## src/rtl/seq_csa_multiplier.sv

```systemverilog
// Sequential unsigned WIDTH x WIDTH multiplier: two multiplier bits per cycle are
// folded into a redundant sum/carry pair, then resolved by one final add.
module seq_csa_multiplier #(
    parameter int WIDTH = 8
) (
    input  logic               clk,
    input  logic               rst,
    input  logic               in_valid,
    output logic               in_ready,
    input  logic [WIDTH-1:0]   in_a,
    input  logic [WIDTH-1:0]   in_b,
    output logic               out_valid,
    input  logic               out_ready,
    output logic [2*WIDTH-1:0] product,
    output logic               busy
);
    localparam int PW    = 2 * WIDTH;
    localparam int STEPS = WIDTH / 2;
    localparam int CW    = $clog2(STEPS + 1);

    typedef enum logic [1:0] {
        IDLE,
        COMPRESS,
        RESOLVE,
        DONE
    } state_t;

    state_t            state_q, state_d;
    logic [PW-1:0]     mcand_q, mcand_d;
    logic [WIDTH-1:0]  mplier_q, mplier_d;
    logic [PW-1:0]     sum_q, sum_d;
    logic [PW-1:0]     carry_q, carry_d;
    logic [CW-1:0]     count_q, count_d;
    logic [PW-1:0]     product_q, product_d;
    logic              in_ready_q, in_ready_d;
    logic              out_valid_q, out_valid_d;
    logic              busy_q, busy_d;

    logic [PW-1:0]     pp0, pp1, s1, c1, c1_sh, s2, c2;

    // Two full-adder rows; carries shift up one place between rows.
    always_comb begin
        pp0   = mplier_q[0] ? mcand_q : '0;
        pp1   = mplier_q[1] ? (mcand_q << 1) : '0;
        s1    = sum_q ^ carry_q ^ pp0;
        c1    = (sum_q & carry_q) | (sum_q & pp0) | (carry_q & pp0);
        c1_sh = c1 << 1;
        s2    = s1 ^ c1_sh ^ pp1;
        c2    = (s1 & c1_sh) | (s1 & pp1) | (c1_sh & pp1);
    end

    always_comb begin
        state_d   = state_q;
        mcand_d   = mcand_q;
        mplier_d  = mplier_q;
        sum_d     = sum_q;
        carry_d   = carry_q;
        count_d   = count_q;
        product_d = product_q;

        case (state_q)
            IDLE: begin
                if (in_valid && in_ready_q) begin
                    mcand_d  = PW'(in_a);
                    mplier_d = in_b;
                    sum_d    = '0;
                    carry_d  = '0;
                    count_d  = '0;
                    state_d  = COMPRESS;
                end
            end
            COMPRESS: begin
                sum_d    = s2;
                carry_d  = c2 << 1;
                mcand_d  = mcand_q << 2;
                mplier_d = mplier_q >> 2;
                count_d  = count_q + CW'(1);
                if (count_q == CW'(STEPS - 1)) begin
                    state_d = RESOLVE;
                end
            end
            RESOLVE: begin
                product_d = sum_q + carry_q;
                state_d   = DONE;
            end
            DONE: begin
                if (out_ready) begin
                    state_d = IDLE;
                end
            end
            default: state_d = IDLE;
        endcase

        // Handshake flags are registered copies of the next state, so in_ready stays low through reset.
        in_ready_d  = (state_d == IDLE);
        out_valid_d = (state_d == DONE);
        busy_d      = (state_d != IDLE);
    end

    always_ff @(posedge clk or posedge rst) begin
        if (rst) begin
            state_q     <= IDLE;
            mcand_q     <= '0;
            mplier_q    <= '0;
            sum_q       <= '0;
            carry_q     <= '0;
            count_q     <= '0;
            product_q   <= '0;
            in_ready_q  <= 1'b0;
            out_valid_q <= 1'b0;
            busy_q      <= 1'b0;
        end else begin
            state_q     <= state_d;
            mcand_q     <= mcand_d;
            mplier_q    <= mplier_d;
            sum_q       <= sum_d;
            carry_q     <= carry_d;
            count_q     <= count_d;
            product_q   <= product_d;
            in_ready_q  <= in_ready_d;
            out_valid_q <= out_valid_d;
            busy_q      <= busy_d;
        end
    end

    assign in_ready  = in_ready_q;
    assign out_valid = out_valid_q;
    assign product   = product_q;
    assign busy      = busy_q;
endmodule
```

## config.mk

```make
export PLATFORM = sky130hd
export DESIGN_NAME = seq_csa_multiplier
export DESIGN_NICKNAME = d
export VERILOG_FILES = /design/src/rtl/seq_csa_multiplier.sv
export SDC_FILE = /design/constraint.sdc
export NUM_CORES = 1
export LEC_CHECK = 0
export CAP_MARGIN = 20
export CORE_MARGIN = 2
export CORE_UTILIZATION = 50
export DETAILED_ROUTE_END_ITERATION = 7
export PLACE_DENSITY = 0.75
export SYNTH_ARGS = -nofsm -noshare
export SYNTH_HDL_FRONTEND = slang
export SYNTH_SLANG_ARGS = --single-unit
```

## constraint.sdc

```tcl
create_clock -name clk -period 2.7 [get_ports clk]
set_input_delay 0.54 -clock clk [delete_from_list [all_inputs] [get_ports clk]]
set_output_delay 0.54 -clock clk [all_outputs]
set_load 0.03 [all_outputs]
```

## Word level (Yosys, flattened, before mapping)

Index checks and enable logic that the tools add are counted.

| word-level totals | value |
|---|---|
| word-level logic and storage cells | 53 |
| bits in read-only memories | 0 |
| input port bits | 20 |
| bits in latches | 0 |
| memories kept | 0 |
| register bits after elaboration | 80 |
| output and inout bits | 19 |
| RAM bits | 0 |

| cells by class | value |
|---|---|
| order comparisons | 0 |
| div/mod/pow operators | 0 |
| bitwise operators | 14 |
| add/sub/neg operators | 2 |
| reductions and logical operators | 6 |
| equality and inequality tests | 6 |
| shift operators | 0 |
| mux-type cells | 15 |
| multiply operators | 0 |

Operators with widths:

| kind | number |
|---|---|
| $pmux W16 S2 | 3 |
| $and A15 B15 Y15 | 6 |
| $mux W16 | 4 |
| $xor A16 B16 Y16 | 4 |
| $or A15 B15 Y15 | 4 |
| $add A16 B16 Y16 | 1 |
| $pmux W8 S2 | 1 |
| $mux W8 | 1 |
| $pmux W2 S4 | 1 |
| $eq A2 B2 Y1 const B | 3 |
| $mux W2 | 3 |
| $pmux W3 S2 | 1 |
| $logic_not A2 Y1 | 2 |
| $reduce_bool A2 Y1 | 2 |
| $add A3 B1 Y3 const B | 1 |
| $eq A3 B2 Y1 const B | 1 |
| $mux W3 | 1 |
| $eq A2 B1 Y1 const B | 1 |
| $ne A2 B2 Y1 const B | 1 |
| $reduce_and A2 Y1 | 1 |
| $logic_and A1 B1 Y1 | 1 |

## Longest topological paths before layout

| depth | value |
|---|---|
| word-level depth | 8 |
| depth in mapped cells | 8 |
| gate-level depth less buffers | 8 |

## Worst setup path after synthesis

Ideal clock, no wire load.

| timing path | value |
|---|---|
| path type | reg2reg |
| from | register mplier_q[0] |
| to | register sum_q[10] |
| period minus slack after synthesis | 1.955 ns |
| path buffers | 1 |
| stages on the path, launching flop included | 6 |
| path slack | 0.745 ns |
| arrival | 1.825 ns |
| required time | 2.570 ns |
| setup time | 0.130 ns |
| path through | dfrtp_1 clkbuf_1 nand2_1 fa_1 fa_1 o21ai_0 |

| between the ends | value |
|---|---|
| word-level cells in the longest chain between the ends | 7 |
| elaborated cells between the ends (all ways) | 9 |
| classes of those cells | mux: 2; bitwise: 7 |

Ends and longest elaborated chain:

| what | line | source |
|---|---|---|
| from (decl) | 30 | `logic [WIDTH-1:0] mplier_q, mplier_d;` |
| from (signal assigned) | 115 | `mplier_q <= mplier_d;` |
| $mux W16 (*) | 43 | `pp0 = mplier_q[0] ? mcand_q : '0;` |
| $and A15 B15 Y15 | 46 | `c1 = (sum_q & carry_q) \| (sum_q & pp0) \| (carry_q & pp0);` |
| $or A15 B15 Y15 (2 in a row) | 46 |  |
| $xor A16 B16 Y16 (*) (2 in a row) | 48 | `s2 = s1 ^ c1_sh ^ pp1;` |
| $pmux W16 S2 (*) | 61 | `case (state_q)` |
| to (signal assigned) | 116 | `sum_q <= sum_d;` |
| to (decl) | 31 | `logic [PW-1:0] sum_q, sum_d;` |

Every way passes the cells marked *; elsewhere a longest branch is shown, timed or not.
A chain may end at the register's enable or synchronous reset.

## Worst setup path after layout

| timing path | value |
|---|---|
| from | register mplier_q[0] |
| to | register sum_q[14] |

Same word-level chain as after synthesis.

==> results by group <==
Floorplan
  – Core Rows: 34
  – Initial Utilization: 0.5190
  – Core ar.: 0.008763 mm²
  – Top Ports: 39
  – Die Area: 0.009875 mm²
  – Die width: 99.38 µm
  – Die Ht: 99.38 µm

Synth
  – Top cells by area, synth: dfrtp_1 (43%), fa_1 (12%), nand2_1 (9.2%), o21ai_0 (5.4%), ha_1 (4.7%)
  – Fraction of registers with async set/reset: 1.000
  – Avg Cell Area, Syn: 9.114 µm²
  – Synthesized flop and latch total: 78
  – Most frequent cell after synthesis: nand2_1
  – Post-Syn Area: 0.004548 mm²
  – Commonest cells in the netlist: nand2_1 (112), dfrtp_1 (78), o21ai_0 (49)
  – Distinct cell type count after synthesis: 46
  – Post-Syn Nets: 564
  – Yosys warning total: 0
  – Cells after Synth: 499
  – Synth top area share: 0.4292
  – Number of flops mapped to enable cells by yosys: 0
  – Post-synthesis sequential area ratio: 0.4292
  – Top FF cell, synth: dfrtp_1
  – Synth area leader: dfrtp_1

CTS
  – CTS tree: yes
  – Reg clk slew, reported paths: 0.09 ns
  – Root Buffer: clkbuf_8
  – Clock latency on the worst-skew pair: 0.36 ns
  – H-tree Lvls: 3
  – Post-cts resize count: 0
  – Hold-fix buffers, CTS: 0
  – Setup Fix Bufs, Post-CTS: 0
  – Clk buf depth: 2
  – Num CTS Buffers: 9
  – Clk sink count: 78

Min path
  – Worst hold path type: reg -> reg

Power
  – Switching portion of total power: 0.4667
  – Power per cell area: 1260 mW/mm²
  – Sequential share of power: 0.329
  – Comb pwr share: 0.545
  – Lkg Pwr: 2.299 nW
  – Worst-case vdd ir drop: 1.176 mV
  – Internal power: 0.003512 W
  – Clock network fraction of total power: 0.126
  – NetSw: 0.003074 W

Finish
  – Final Util: 0.5967
  – # diodes: 0
  – Final Non-Filler Cells: 640
  – Share of cells above drive strength 1: 0.05827
  – Nets@finish: 592
  – Area grow syn2layout: 14.97%

Global routing
  – Total track usage: 0.2086
  – Gr busiest metal: met2
  – GRT met3 Usage: 0.03725
  – Grt ovf: 0
  – GRT met1 Usage: 0.3109
  – Initial antenna violation count: 0
  – First-pass GRT wire length: 16530 µm
  – Largest net degree at the start of global routing: 92
  – GRT met2 Usage: 0.3176
  – Vias in the first global route: 3487

STA
  – Peak Freq: 470.9 MHz
  – RSZ-0062 raised after global routing: false
  – Least-Margin Pin Slew: 0.7706 ns
  – Slew Limit Fails: 0
  – Fin crit share: 0.7866
  – Clock skew: 0.01334 ns
  – Min Tclk post-route: 2.124 ns
  – Final hold vios: 0
  – TNS Setup: 0 ns
  – Rel. slew slack: 0.4852
  – Final setup vio count: 0

Worst setup path
  – Critical path required time: 2.94 ns
  – CP endpoint kind: register
  – Critical Path Start: mplier_q[0]$_DFFE_PP0P_
  – CP max-delay cell: dfrtp_1
  – Startpoint types: register
  – Crit path kind: reg -> reg
  – Critical R2R Capture: sum_q[14]$_DFFE_PP0P_
  – CP endpoint: sum_q[14]$_DFFE_PP0P_
  – Data arrival, critical path: 2.36 ns
  – Flop-to-flop setup slack: 0.58 ns
  – Cell breakdown of the critical path: and2_1 > fa_1 > inv_1 > fa_1 > o21ai_0
  – Worst flop-to-flop path startpoint: mplier_q[0]$_DFFE_PP0P_
  – CP Max Fanout: 17
  – Largest stage delay, worst path: 0.58 ns
  – Worst path top cell family by delay: adder cells
  – Buf/Inv on CP: 1
  – Crit-path most repeated cell: fa_1
  – Levels on crit path: 5
  – Worst Reg2Reg Path Length in Cells: 5

Detailed routing
  – First drt pass iteration count: 5
  – DR WL/cell: 14.38 µm
  – 1st-iter DRT viols: 266
  – Vias per cell: 5.470
  – Vias: 3501
  – Residual DRC: 0
  – Post-Route WL: 9204 µm
  – Antenna viol nets, final: 0

Job
  – MaxCap Viol Count: 0

Outcome
  – Status: finished, final reports clean

Placement
  – Final GP Congestion: 0.8075
  – Cells after DPL: 624
  – HPWL Detailed: 6531 µm
  – PortBufs: 38
cell usage in the layout (no fill, tap or decap), types with 3 or more instances in the layout:
cell               n
nand3_1           35
nor3_1             5
xor2_1             5
a21o_1             3
nand2_1          112
ha_1              17
dfrtp_1           78
o31ai_1            4
clkdlybuf4s50_1   38
buf_12             3
a21oi_1           15
nor2b_1            4
buf_4              4
nand4_1            3
and2_1             5
xnor2_1            3
fa_1              28
a31oi_1           12
clkbuf_8           9
inv_1             32
nand2b_1           4
clkinvlp_4         3
nor2_1            24
o21ai_0           49
registers in the layout, indices dropped and copies added, names as in the netlist:
name	count
carry_q	14
out_valid	1
product	16
state_q	2
mcand_q	16
count_q	3
sum_q	16
busy	1
mplier_q	8
in_ready	1
layer usage:
metal	part of all wire	wire length (µm)	vias up
met1	0.49	4551	1681
met5	0	0	-
met2	0.45	4183	81
met4	0.011	104	0
met3	0.040	364	11
li1	-	-	1728
worst min-delay path by stage:
| stage | start | endpoint | cells past startpoint |
|---|---|---|---|
| floorplan | sum_q[1]$_DFFE_PP0P_ | product[1]$_DFFE_PP0N_ | 2 |
| global placement | product[1]$_DFFE_PP0N_ | product[1]$_DFFE_PP0N_ | 2 |
| detailed placement | product[2]$_DFFE_PP0N_ | product[2]$_DFFE_PP0N_ | 2 |
| CTS | product[6]$_DFFE_PP0N_ | product[6]$_DFFE_PP0N_ | 2 |
| global route | product[8]$_DFFE_PP0N_ | product[8]$_DFFE_PP0N_ | 2 |
| finish | product[6]$_DFFE_PP0N_ | product[6]$_DFFE_PP0N_ | 2 |
through the flow:
stage	setup slack [ns]	instance area, µm²	total power [W]	hold slack, ns
floorplan	0.1650	4548	0.004775	0.4670
global placement	0.6306	5047	0.005627	0.4559
detailed placement	0.5726	5047	0.005779	0.4660
CTS	0.5611	5229	0.006641	0.4888
global route	0.4051	5229	0.007325	0.5208
finish	0.5763	5229	0.006586	0.4804
area by class of cell:
| class | count | area, µm² |
|---|---|---|
| multi-input cells | 360 | 2366 |
| inverters | 33 | 123.9 |
| flip-flops and latches | 78 | 1952 |
| fillers | 797 | 3535 |
| well taps | 108 | 135.1 |
| repair buffers | 45 | 470.5 |
| clock buffers | 9 | 123.9 |
| clock inverters | 7 | 57.56 |
power by group through the flow:
stage | logic [W] | registers [W] | clock network, W
2_1_floorplan | 0.00251 | 0.00226 | 0
3_3_place_gp | 0.00347 | 0.00216 | 0
3_5_place_dp | 0.00359 | 0.00219 | 0
4_1_cts | 0.00363 | 0.00217 | 0.000844
5_1_grt | 0.00418 | 0.00225 | 0.000893
6_report | 0.00359 | 0.00217 | 0.000829
tightest hold or removal path, stage by stage (launching register included):
cell	delay [ns]
dfrtp_1	0.35
nand2_1	0.04
o21ai_0	0.06
logic make-up (layout without fill, tap and decap cells):
logic type               count (synthesis)  in the layout  share of synthesized area
AND/OR/NAND/NOR                        204            204                     0.1975
AO/OA/AOI/OAI                          101            101                     0.1323
flip-flops                              78             78                     0.4292
buffers and inverters                   61             94                    0.05117
adder cells (fa/ha/maj)                 45             45                     0.1700
XOR/XNOR                                 8              8                    0.01541
multiplexers                             2              2                   0.004402
Power figures use the tool's default switching activity.
